$ cat src/rtl/int_ctrl_pkg.sv
// Shared definitions for the interrupt/exception sequencer: FSM states, cause codes,
// mstatus bit positions and int_we strobe indices.
package int_ctrl_pkg;

    typedef enum logic [2:0] {
        StIdle   = 3'd0,
        StWEpc   = 3'd1,
        StWCause = 3'd2,
        StWMst   = 3'd3,
        StWMsr   = 3'd4,
        StJump   = 3'd5
    } int_state_e;

    localparam int unsigned CauseEcall   = 11;
    localparam int unsigned CauseEbreak  = 3;
    localparam int unsigned CauseExtBase = 16;

    localparam int unsigned MstatusMie  = 3;
    localparam int unsigned MstatusMpie = 7;

    localparam int unsigned WeMepc    = 0;
    localparam int unsigned WeMcause  = 1;
    localparam int unsigned WeMstatus = 2;

    localparam logic [2:0] StrobeMepc    = 3'b001 << WeMepc;
    localparam logic [2:0] StrobeMcause  = 3'b001 << WeMcause;
    localparam logic [2:0] StrobeMstatus = 3'b001 << WeMstatus;

endpackage

$ cat src/rtl/int_prio_enc.sv
// Lowest-index-wins priority encoder for the external interrupt lines.
module int_prio_enc #(
    parameter int unsigned W  = 8,
    parameter int unsigned IW = (W > 1) ? $clog2(W) : 1
) (
    input  logic [W-1:0]  req,
    output logic          valid,
    output logic [IW-1:0] idx
);

    assign valid = |req;

    // Scan from the top so the lowest set bit is the last to assign.
    always_comb begin
        idx = '0;
        for (int i = int'(W) - 1; i >= 0; i--) begin
            if (req[i]) begin
                idx = IW'(i);
            end
        end
    end

endmodule

$ cat src/rtl/int_ctrl.sv
// Interrupt/exception sequencer: stalls the pipeline, writes mepc/mcause/mstatus one per cycle
// through the CSR int_* port, then redirects fetch to mtvec (trap) or mepc (mret).
module int_ctrl
    import int_ctrl_pkg::*;
#(
    parameter int unsigned DW    = 16,
    parameter int unsigned AW    = 16,
    parameter int unsigned INT_W = 8
) (
    input  logic             clk,
    input  logic             rst,
    input  logic [INT_W-1:0] int_flag,
    input  logic             ID_ecall,
    input  logic             ID_ebreak,
    input  logic             ID_mret,
    input  logic [AW-1:0]    ID_pc,
    input  logic             EX_jump_flag,
    input  logic [AW-1:0]    EX_jump_addr,
    input  logic             EX_csr_we,
    input  logic [DW-1:0]    csr_mtvec,
    input  logic [DW-1:0]    csr_mepc,
    input  logic [DW-1:0]    csr_mstatus,
    input  logic             global_int_en,
    output logic [2:0]       int_we,
    output logic [DW-1:0]    int_mepc,
    output logic [DW-1:0]    int_mcause,
    output logic [DW-1:0]    int_mstatus,
    output logic             int_hold,
    output logic             int_jump_flag,
    output logic [AW-1:0]    int_jump_addr
);

    localparam int unsigned IW = (INT_W > 1) ? $clog2(INT_W) : 1;

    int_state_e    state_q;
    logic [DW-1:0] cause_q;

    logic          irq_valid;
    logic [IW-1:0] irq_idx;

    logic          sync_req;
    logic          async_req;
    logic          detect;
    logic [AW-1:0] async_epc;
    logic [DW-1:0] sync_cause;
    logic [DW-1:0] async_cause;
    logic [DW-1:0] trap_mstatus;
    logic [DW-1:0] mret_mstatus;

    int_prio_enc #(
        .W  (INT_W),
        .IW (IW)
    ) u_prio_enc (
        .req   (int_flag),
        .valid (irq_valid),
        .idx   (irq_idx)
    );

    assign sync_req  = ID_ecall | ID_ebreak;
    assign async_req = global_int_en & irq_valid;
    assign detect    = (state_q == StIdle) & (ID_mret | sync_req | async_req);
    assign int_hold  = (state_q != StIdle) | detect;

    // An interrupt taken while EX redirects must return to the branch target, not the ID slot.
    assign async_epc  = EX_jump_flag ? EX_jump_addr : ID_pc;
    assign sync_cause = ID_ecall ? DW'(CauseEcall) : DW'(CauseEbreak);

    always_comb begin
        async_cause         = DW'(CauseExtBase) + DW'(irq_idx);
        async_cause[DW-1]   = 1'b1;
        trap_mstatus        = csr_mstatus;
        trap_mstatus[MstatusMpie] = csr_mstatus[MstatusMie];
        trap_mstatus[MstatusMie]  = 1'b0;
        mret_mstatus        = csr_mstatus;
        mret_mstatus[MstatusMie]  = csr_mstatus[MstatusMpie];
        mret_mstatus[MstatusMpie] = 1'b1;
    end

    // Outputs are registered on entry to each state; a held state keeps repeating them
    // while EX owns the CSR write port.
    always_ff @(posedge clk or posedge rst) begin
        if (rst) begin
            state_q       <= StIdle;
            cause_q       <= '0;
            int_we        <= '0;
            int_mepc      <= '0;
            int_mcause    <= '0;
            int_mstatus   <= '0;
            int_jump_flag <= 1'b0;
            int_jump_addr <= '0;
        end else begin
            unique case (state_q)
                StIdle: begin
                    int_we        <= '0;
                    int_mepc      <= '0;
                    int_mcause    <= '0;
                    int_mstatus   <= '0;
                    int_jump_flag <= 1'b0;
                    int_jump_addr <= '0;
                    if (ID_mret) begin
                        state_q     <= StWMsr;
                        int_we      <= StrobeMstatus;
                        int_mstatus <= mret_mstatus;
                    end else if (sync_req) begin
                        state_q  <= StWEpc;
                        cause_q  <= sync_cause;
                        int_we   <= StrobeMepc;
                        int_mepc <= DW'(ID_pc);
                    end else if (async_req) begin
                        state_q  <= StWEpc;
                        cause_q  <= async_cause;
                        int_we   <= StrobeMepc;
                        int_mepc <= DW'(async_epc);
                    end
                end
                StWEpc: begin
                    if (!EX_csr_we) begin
                        state_q    <= StWCause;
                        int_we     <= StrobeMcause;
                        int_mepc   <= '0;
                        int_mcause <= cause_q;
                    end
                end
                StWCause: begin
                    if (!EX_csr_we) begin
                        state_q     <= StWMst;
                        int_we      <= StrobeMstatus;
                        int_mcause  <= '0;
                        int_mstatus <= trap_mstatus;
                    end
                end
                StWMst: begin
                    if (!EX_csr_we) begin
                        state_q       <= StJump;
                        int_we        <= '0;
                        int_mstatus   <= '0;
                        int_jump_flag <= 1'b1;
                        int_jump_addr <= AW'(csr_mtvec);
                    end
                end
                StWMsr: begin
                    if (!EX_csr_we) begin
                        state_q       <= StJump;
                        int_we        <= '0;
                        int_mstatus   <= '0;
                        int_jump_flag <= 1'b1;
                        int_jump_addr <= AW'(csr_mepc);
                    end
                end
                StJump: begin
                    state_q       <= StIdle;
                    int_jump_flag <= 1'b0;
                    int_jump_addr <= '0;
                end
                default: begin
                    state_q       <= StIdle;
                    int_we        <= '0;
                    int_jump_flag <= 1'b0;
                end
            endcase
        end
    end

endmodule
$ cat config.mk
export PLATFORM = sky130hd
export DESIGN_NAME = int_ctrl
export DESIGN_NICKNAME = d
export VERILOG_FILES = /design/src/rtl/int_ctrl_pkg.sv /design/src/rtl/int_prio_enc.sv /design/src/rtl/int_ctrl.sv
export SDC_FILE = /design/constraint.sdc
export NUM_CORES = 1
export LEC_CHECK = 0
export BUFFER_PORTS_ARGS = -buffer_cell sky130_fd_sc_hd__buf_2
export CAP_MARGIN = 20
export CORE_UTILIZATION = 42
export CTS_BUF_LIST = sky130_fd_sc_hd__clkbuf_8
export CTS_CLUSTER_SIZE = 14
export DETAILED_ROUTE_END_ITERATION = 16
export GPL_TIMING_DRIVEN = 1
export PLACE_DENSITY = 0.81
export RECOVER_POWER = 25
export SYNTH_ARGS = -nofsm -noshare
export SYNTH_HDL_FRONTEND = slang
export SYNTH_HIERARCHICAL = 1
export SYNTH_SLANG_ARGS = --single-unit
export TNS_END_PERCENT = 20
$ cat constraint.sdc
create_clock -name clk -period 2 [get_ports clk]
set_clock_uncertainty 0.15 [all_clocks]
set_input_delay 0.2 -clock clk [delete_from_list [all_inputs] [get_ports clk]]
set_output_delay 0.2 -clock clk [all_outputs]
set_load 0.01 [all_outputs]
==> flow_summary.yaml, run 1 <==
status:
  status: "completed"
cts:
  clkTransAtPathRegs_ps: 70
  cts_buffer_depth: 2
  tritoncts.num_buffers: 9
  cts_max_level: 3
  cts_tree: "built"
  clock_insertion_delay_worst_skew_ps: 340
  cell_at_the_root_of_the_clock_tree: "sky130_fd_sc_hd__clkbuf_8"
  cts.sinks: 65
route:
  firstDrtPassIters: 4
  postRouteWirelength_mm: 8.311
  detailroute.via_count: 2886
  drt_iter0_markers: 120
  detail_route.wl_per_cell_um: 14.50
  drc: 0
  drt-vias-per-instance: 5.037
  route.antenna.remaining_nets: 0
placed_design:
  place_area_um2: 4073
  dp_worst_setup_slack_ps: 81.57
  dp.final_hpwl_mm: 5.794
  port_buffers: 154
  place_congestion: 0.7974
sta:
  finalWorstPathRequiredPeriod_ps: 1877
  timing.final.crit_share_pct: 93.83
  worst_slew_margin_rel_pct: 42.73
  setup_violations: 0
  hold-worst-slack_ps: 11.49
  fmax_ghz: 0.5329
  timing.setup.tns_ps: 0
  postLayoutSetupSlackWorst_ps: 123.3
  tightestPinTransition_ps: 859.0
  rsz0062_at_grt: "false"
  timing.final.max_slew_violations: 0
  hold_violations: 0
synth:
  post_syn_instances: 287
  synthesis.area_um2: 3188
  yosysTopAreaCellShare_pct: 51.02
  flop_and_latch_count_out_of_synthesis: 65
  synth-edff-count: 0
  synthDominantAreaCellType: "sky130_fd_sc_hd__dfrtp_1"
  syn_avg_cell_area_um2: 11.11
  yosys_most_used_dff: "sky130_fd_sc_hd__dfrtp_1"
  count_of_unique_library_cells_instantiated_by_yosys: 47
  post_synth_main_area_contributors: "sky130_fd_sc_hd__dfrtp_1 (51%), sky130_fd_sc_hd__a22o_1 (9.9%), sky130_fd_sc_hd__mux2i_1 (5.0%)"
  synthesis.yosys.warnings: 6
  yosysSeqAreaShare_pct: 51.02
  synthArstFlopShare_pct: 100.0
hold_path:
  min_path_type: "in2reg"
final_layout:
  antenna-diode-count: 0
  post_route_cells_drive_above_1_share_pct: 44.73
  final_cell_area_um2: 4509
  n_fill_cell: 603
  ff_latch_area_um2: 1627
  syn2layout_area_growth_pct: 41.44
  multi_input_comb_area_um2: 1398
  final_net_count: 566
global_route:
  initial_antenna_violation_count: 0
  grt_pass1_wl_mm: 12.68
  vias_in_the_first_global_route: 2808
  grt_max_degree: 66
  grt_remaining_overflow: 0
  grt.total_usage_pct: 21.31
die:
  placement_rows: 31
  die_width_um: 89.13
  start_util_pct: 43.72
  core_region_area_um2: 7292
  die_area_um2: 7943
  io_pins: 165
  chipHeight_um: 89.13
critical_path:
  crit_required_ps: 2060
  critical_path_arrival_ps: 1940
  timing.critical_path.fanout_max: 16
  critPathKind: "reg2reg"
  worstSetupEndpointType: "flip-flop"
  timing.critical_path.from_type: "flip-flop"
pwr:
  vdd_ir_drop_max_uv: 843.5
  p_total_mw: 6.275
  static-leakage-power_nw: 2.370
  powerDensity_nw_per_um2: 1392
run:
  drv.max_cap_violation_count: 0
[state kept, by name (all words and copies together) (netlist names)]
register,flops
int_mcause,5
int_we,3
int_jump_addr,16
state_q,3
int_mstatus,16
int_mepc,16
int_jump_flag,1
cause_q,5
[cell type report]
class / instances / share of cell area (%)
Timing Repair Buffer: 193 / 25.36
Clock inverter: 4 / 0.9711
Clock buffer: 11 / 3.357
Tap cell: 99 / 2.747
Multi-Input combinational cell: 195 / 30.99
Inverter: 6 / 0.4994
Sequential cell: 65 / 36.07
[cells in the final DEF (no fill, tap or decap), types with 2 or more instances in the layout]
cell type,instances
sky130_fd_sc_hd__buf_12,2
sky130_fd_sc_hd__buf_4,14
sky130_fd_sc_hd__a22o_1,36
sky130_fd_sc_hd__dlygate4sd3_1,22
sky130_fd_sc_hd__nor2b_1,3
sky130_fd_sc_hd__mux2_4,10
sky130_fd_sc_hd__inv_1,6
sky130_fd_sc_hd__nor2_1,12
sky130_fd_sc_hd__dfrtp_1,65
sky130_fd_sc_hd__mux2_2,7
sky130_fd_sc_hd__a211oi_1,2
sky130_fd_sc_hd__nand3_1,3
sky130_fd_sc_hd__o21ai_0,30
sky130_fd_sc_hd__clkinv_2,2
sky130_fd_sc_hd__buf_2,153
sky130_fd_sc_hd__mux2i_1,16
sky130_fd_sc_hd__nand2b_1,2
sky130_fd_sc_hd__clkbuf_8,11
sky130_fd_sc_hd__a21oi_1,8
sky130_fd_sc_hd__nand2_1,27
sky130_fd_sc_hd__nor3_1,4
sky130_fd_sc_hd__conb_1,10
[per-layer routing]
layer	GRT usage (%)	vias to the layer above	wire [µm]
met2	38.51	97	4341
met1	23.84	1389	3444
met5	0	-	0
li1	-	1388	-
met3	5.171	12	393
met4	9.380	0	131
[worst paths after layout]
kind	cells past startpoint	slack [ps]	to	from
worst max-delay path	4	120	int_jump_addr[7]$_DFFE_PP0P_	state_q[2]$_DFFE_PP0P_
worst min-delay path	3	10	int_mepc[11]$_DFFE_PP0P_	EX_jump_addr[11]
worst max register to register	4	120	int_jump_addr[7]$_DFFE_PP0P_	state_q[2]$_DFFE_PP0P_
worst min register to register	2	320	int_mepc[7]$_DFFE_PP0P_	int_mepc[7]$_DFFE_PP0P_
max in group asynchronous	4	600	int_jump_addr[13]$_DFFE_PP0P_	rst
min in group asynchronous	4	540	int_mepc[6]$_DFFE_PP0P_	rst
[cells in the mapped netlist, types with 5 or more instances]
master	n
sky130_fd_sc_hd__mux2i_1	16
sky130_fd_sc_hd__nor2_1	12
sky130_fd_sc_hd__nor3_1	5
sky130_fd_sc_hd__buf_4	13
sky130_fd_sc_hd__mux2_2	7
sky130_fd_sc_hd__nand2_1	27
sky130_fd_sc_hd__o21ai_0	30
sky130_fd_sc_hd__mux2_4	10
sky130_fd_sc_hd__a21oi_1	8
sky130_fd_sc_hd__buf_2	7
sky130_fd_sc_hd__clkbuf_1	6
sky130_fd_sc_hd__inv_1	5
sky130_fd_sc_hd__dfrtp_1	65
sky130_fd_sc_hd__a22o_1	36
[stage by stage]
stage / cells / util [%]
2_1_floorplan: 296 / -
3_3_place_gp: 535 / 55.85
3_5_place_dp: 535 / 55.85
4_1_cts: 572 / 61.62
5_1_grt: 573 / 61.84
6_report: 573 / 61.84
[worst max-delay path, stage by stage, from the launching register on]
cell and delay, ps:
sky130_fd_sc_hd__dfrtp_1 600, sky130_fd_sc_hd__inv_2 150, sky130_fd_sc_hd__a21o_4 320, sky130_fd_sc_hd__a22o_1 270, sky130_fd_sc_hd__mux2_4 260
[power by group]
part	total, mW	internal (mW)	switching [mW]
sequential	2.19	1.85	0.335
clock	1.09	0.628	0.462
combinational	3.00	1.50	1.50
total	6.28	3.98	2.30
[timing repair]
item                                    CTS  global route
buffers inserted                          0             1
endpoints found under the setup margin    1            16
hold buffers                             22             0
endpoints found under the hold margin    85             0
pin swaps                                 0             1
resized for setup                         1             2
[logic make-up after synthesis]
| family | after synthesis | synth area share, % |
|---|---|---|
| AOI/OAI and AO/OA | 90 | 20.41 |
| DFF | 65 | 51.02 |
| and+or+nand+nor | 61 | 9.341 |
| buffers and inverters | 36 | 6.632 |
| muxes | 33 | 12.21 |
| xor gates and xnor gates | 1 | 0.2748 |
| other | 1 | 0.1176 |
No activity file was read; power rests on OpenSTA's default activity.
==> run 2: changes to the inputs <==
Settings changed: CORE_UTILIZATION 42 to 51, PLACE_DENSITY 0.81 to 0.92.
Clock period 2 ns to 2.25 ns, I/O delays scaled along.
==> run 2 against run 1 <==
Cell count decreased by 6.3%. Critical path depth rose by 1. Combinational power is 17% lower. Largest power group unchanged.
==> flow_summary.yaml, run 2 (synthesis gave the netlist of run 1 again) <==
global_route:
  initial_antenna_violation_count: 0
  grt.total_usage_pct: 25.02
  grt_remaining_overflow: 0
  grt_pass1_wl_mm: 12.43
  grt_max_degree: 28
  vias_in_the_first_global_route: 2885
route:
  firstDrtPassIters: 4
  drt_iter0_markers: 108
  drc: 0
  postRouteWirelength_mm: 7.831
  detailroute.via_count: 2862
  detail_route.wl_per_cell_um: 14.58
  drt-vias-per-instance: 5.330
  route.antenna.remaining_nets: 0
cts:
  cts.sinks: 65
  clkTransAtPathRegs_ps: 70
  cts_max_level: 3
  clock_insertion_delay_worst_skew_ps: 320
  cell_at_the_root_of_the_clock_tree: "sky130_fd_sc_hd__clkbuf_8"
  cts_buffer_depth: 2
  cts_tree: "built"
  postCtsSetupBuffers: 0
  tritoncts.num_buffers: 9
critical_path:
  timing.critical_path.fanout_max: 11
  critical_path.reg2reg.startpoint: "state_q[0]$_DFFE_PP0P_"
  crit_required_ps: 1880
  worstSetupEndpointType: "primary output"
  critPathKind: "reg2out"
  r2r_end: "int_jump_addr[13]$_DFFE_PP0P_"
  reg2reg_slack_ps: 330
  timing.critical_path.from: "state_q[1]$_DFFE_PP0P_"
  timing.critical_path.from_type: "flip-flop"
  r2r_cells: 5
  critical_path_arrival_ps: 1710
run:
  drv.max_cap_violation_count: 0
final_layout:
  final_common_cell: "sky130_fd_sc_hd__buf_2"
  final_net_count: 554
  largest_registers: "int_jump_addr: 16 flops, int_mepc: 16 flops, int_mstatus: 16 flops"
  antenna-diode-count: 0
  syn2layout_area_growth_pct: 34.50
  mostFrequentLayoutCells: "sky130_fd_sc_hd__buf_2 (127), sky130_fd_sc_hd__dfrtp_1 (65), sky130_fd_sc_hd__a22o_1 (36)"
  post_route_cells_drive_above_1_share_pct: 38.74
die:
  start_util_pct: 53.22
  placement_rows: 28
  io_pins: 165
  die_width_um: 81.07
  core_region_area_um2: 5991
  chipHeight_um: 81.07
  die_area_um2: 6572
pwr:
  static-leakage-power_nw: 2.194
  p_total_mw: 5.273
  powerDensity_nw_per_um2: 1230
  vdd_ir_drop_max_uv: 684.3
sta:
  hold_violations: 0
  fmax_ghz: 0.4804
  timing.final.crit_share_pct: 92.51
  rsz0062_at_grt: "false"
  timing.setup.tns_ps: 0
  worst_slew_margin_rel_pct: 46.64
  timing.final.max_slew_violations: 0
  tightestPinTransition_ps: 799.5
  finalWorstPathRequiredPeriod_ps: 2081
  setup_violations: 0
placed_design:
  port_buffers: 154
  dp.final_hpwl_mm: 5.654
  place_congestion: 0.8651
status:
  status: "completed"
hold_path:
  hold_path.startpoint: "ID_pc[2]"
  hold_path_end: "int_mepc[2]$_DFFE_PP0P_"
  min_path_type: "in2reg"
  min_path_cells: 3
-- run 2: timing repair --
action                                  in CTS  in global routing
hold buffers                                16                  0
gates resized for setup                      0                  2
hold endpoints to repair                    35                  0
endpoints found under the setup margin       0                  1
-- run 2: worst max-delay path: stages (launching register included) --
cell and delay, ps:
sky130_fd_sc_hd__dfrtp_1 460, sky130_fd_sc_hd__buf_4 210, sky130_fd_sc_hd__or2_4 300, sky130_fd_sc_hd__nor3_2 160
sky130_fd_sc_hd__nand2_1 80, sky130_fd_sc_hd__buf_2 160
-- run 2: cell type report --
cell class                      instances  area [µm²]
Clock inverter                          5       23.77
Timing Repair Buffer                  181       992.2
Fill cell                             460        1703
Multi-Input combinational cell        195        1391
Clock buffer                           10       137.6
Sequential cell                        65        1627
Tap cell                               75       93.84
Inverter                                6       22.52
-- run 2: where the power goes --
| part | switching [mW] | internal [mW] | total [mW] |
|---|---|---|---|
| sequential | 0.309 | 1.65 | 1.96 |
| clock | 0.404 | 0.411 | 0.815 |
| combinational | 1.32 | 1.18 | 2.50 |
| total | 2.03 | 3.24 | 5.27 |
-- run 2: per-stage QoR --
stage	util (%)	area [µm²]	hold slack, ps	setup slack, ps	instances
5_1_grt	71.57	4288	63.62	83.22	537
4_1_cts	72.01	4314	27.85	16.48	537
6_report	71.57	4288	36.97	168.6	537
3_3_place_gp	66.65	3993	107.4	384.6	506
3_5_place_dp	66.65	3993	110.8	251.4	506
2_1_floorplan	-	3222	207.6	248.5	296
-- run 2: per-layer routing --
metal,track usage [%],part of all wire [%],vias to the layer above
met5,0,0,-
met4,11.79,1.5,0
met3,4.607,5.3,12
met2,45.71,54,113
met1,27.95,39,1373
li1,-,-,1364
-- run 2: worst max-delay path by stage --
stage                               to  cells past startpoint
6_report                      int_hold                      5
5_1_grt                       int_hold                      5
4_1_cts                       int_hold                      5
3_5_place_dp   int_mepc[5]$_DFFE_PP0P_                      7
3_3_place_gp   int_mepc[7]$_DFFE_PP0P_                      7
2_1_floorplan   cause_q[0]$_DFFE_PP0P_                      1
==> run 3: changes to the inputs <==
Settings changed: CORE_UTILIZATION 51 to 49, CTS_BUF_LIST sky130_fd_sc_hd__clkbuf_8 to sky130_fd_sc_hd__clkbuf_16, PLACE_DENSITY 0.92 to 0.89.
==> run 3 against run 2 <==
Register-to-register slack lost 120 ps. Setup slack gained 1.5 ps. Critical path depth shrank 1. Largest cell class unchanged. Count of clock-buffer cells in the layout shrank 1. Highest routed layer unchanged. Via count shrank 0.10%. Non-clock buffer count shrank 3. Clock power grew 45%.
==> flow_summary.yaml, run 3 (synthesis gave the netlist of run 1 again) <==
critical_path:
  critPathKind: "reg2out"
  timing.critical_path.from_type: "flip-flop"
  reg2reg_slack_ps: 210
  crit_required_ps: 1880
  r2r_cells: 4
  critical_path_arrival_ps: 1700
  worstSetupEndpointType: "primary output"
  timing.critical_path.fanout_max: 11
sta:
  timing.final.crit_share_pct: 92.44
  hold_violations: 0
  fmax_ghz: 0.4808
  setup_violations: 0
  worst_slew_margin_rel_pct: 28.18
  finalWorstPathRequiredPeriod_ps: 2080
  tightestPinTransition_ps: 1076
  postLayoutSetupSlackWorst_ps: 170.1
  hold-worst-slack_ps: 44.41
  timing.setup.tns_ps: 0
  timing.final.max_slew_violations: 0
  rsz0062_at_grt: "false"
die:
  die_area_um2: 6833
  chipHeight_um: 82.66
  io_pins: 165
  core_region_area_um2: 6314
  die_width_um: 82.66
  placement_rows: 29
  start_util_pct: 50.50
route:
  drt-vias-per-instance: 5.324
  route.antenna.remaining_nets: 0
  postRouteWirelength_mm: 8.035
  drt_iter0_markers: 90
  detailroute.via_count: 2859
  firstDrtPassIters: 6
  detail_route.wl_per_cell_um: 14.96
  drc: 0
cts:
  post_cts_hold_buffer_count: 15
  cts_tree: "built"
  cts_max_level: 3
  cts_buffer_depth: 2
  cts.sinks: 65
  clkTransAtPathRegs_ps: 50
  cell_at_the_root_of_the_clock_tree: "sky130_fd_sc_hd__clkbuf_16"
  clock_insertion_delay_worst_skew_ps: 320
  postCtsSetupBuffers: 0
  cts_resized: 0
  tritoncts.num_buffers: 9
final_layout:
  post_route_cells_drive_above_1_share_pct: 39.35
  multi_input_comb_area_um2: 1384
  syn2layout_area_growth_pct: 37.21
  ff_latch_area_um2: 1627
  final_common_cell: "sky130_fd_sc_hd__buf_2"
  antenna-diode-count: 0
  final_net_count: 551
  n_fill_cell: 461
  largest_registers: "int_jump_addr: 16 flops, int_mepc: 16 flops, int_mstatus: 16 flops"
  mostFrequentLayoutCells: "sky130_fd_sc_hd__buf_2 (134), sky130_fd_sc_hd__dfrtp_1 (65), sky130_fd_sc_hd__a22o_1 (36)"
global_route:
  grt.total_usage_pct: 23.75
  grt_pass1_wl_mm: 12.01
  grt_remaining_overflow: 0
  initial_antenna_violation_count: 0
  grt_max_degree: 39
  vias_in_the_first_global_route: 2626
pwr:
  powerDensity_nw_per_um2: 1290
  vdd_ir_drop_max_uv: 779.9
  static-leakage-power_nw: 2.259
run:
  drv.max_cap_violation_count: 0
placed_design:
  dp.final_hpwl_mm: 5.615
  place_congestion: 0.8235
  port_buffers: 154
  dp_worst_setup_slack_ps: 235.2
hold_path:
  min_path_type: "in2reg"
  min_path_cells: 3
status:
  status: "completed"
run 3: where the power goes:
group          leakage, nW  internal (mW)  switching [mW]
Clock                0.143          0.723           0.462
Sequential           0.849           1.65           0.313
Combinational         1.27           1.18            1.32
Total                 2.26           3.55            2.09
run 3: cell type report:
type | count | area share [%]
Clock inverter | 7 | 0.7151
Multi-Input combinational cell | 195 | 31.64
Inverter | 6 | 0.5149
Timing Repair Buffer | 178 | 22.60
Sequential cell | 65 | 37.19
Tap cell | 77 | 2.203
Clock buffer | 9 | 5.149
run 3: final timing paths:
check | start | end
setup / recovery | state_q[0]$_DFFE_PP0P_ | int_hold
hold / removal | EX_jump_addr[3] | int_mepc[3]$_DFFE_PP0P_
setup reg to reg | state_q[1]$_DFFE_PP0P_ | int_mstatus[12]$_DFFE_PP0P_
hold reg to reg | int_mepc[8]$_DFFE_PP0P_ | int_mepc[8]$_DFFE_PP0P_
max in group asynchronous | rst | int_mstatus[3]$_DFFE_PP0P_
min in group asynchronous | rst | int_mepc[6]$_DFFE_PP0P_
run 3: per-stage QoR:
step,power [mW],instance area [µm²],std cells,util [%]
floorplan,3.651,3222,296,-
global placement,4.353,3993,506,63.24
detailed placement,4.467,3993,506,63.24
CTS,5.705,4399,537,69.68
global route,6.023,4374,537,69.28
finish,5.644,4374,537,69.28
run 3: critical path: stages (launching register included):
cell                      delay (ps)
sky130_fd_sc_hd__dfrtp_1         490
sky130_fd_sc_hd__or2_1           370
sky130_fd_sc_hd__nor3_1          290
sky130_fd_sc_hd__nand2_1          80
sky130_fd_sc_hd__buf_2           160
run 3: layer usage:
layer  GRT usage, %  vias to the layer above  share of wire [%]
met5              0                        -                  0
met4          13.79                        0                1.9
met3          4.505                       14                6.0
met2          39.34                      128                 51
met1          28.76                     1363                 41
li1               -                     1354                  -
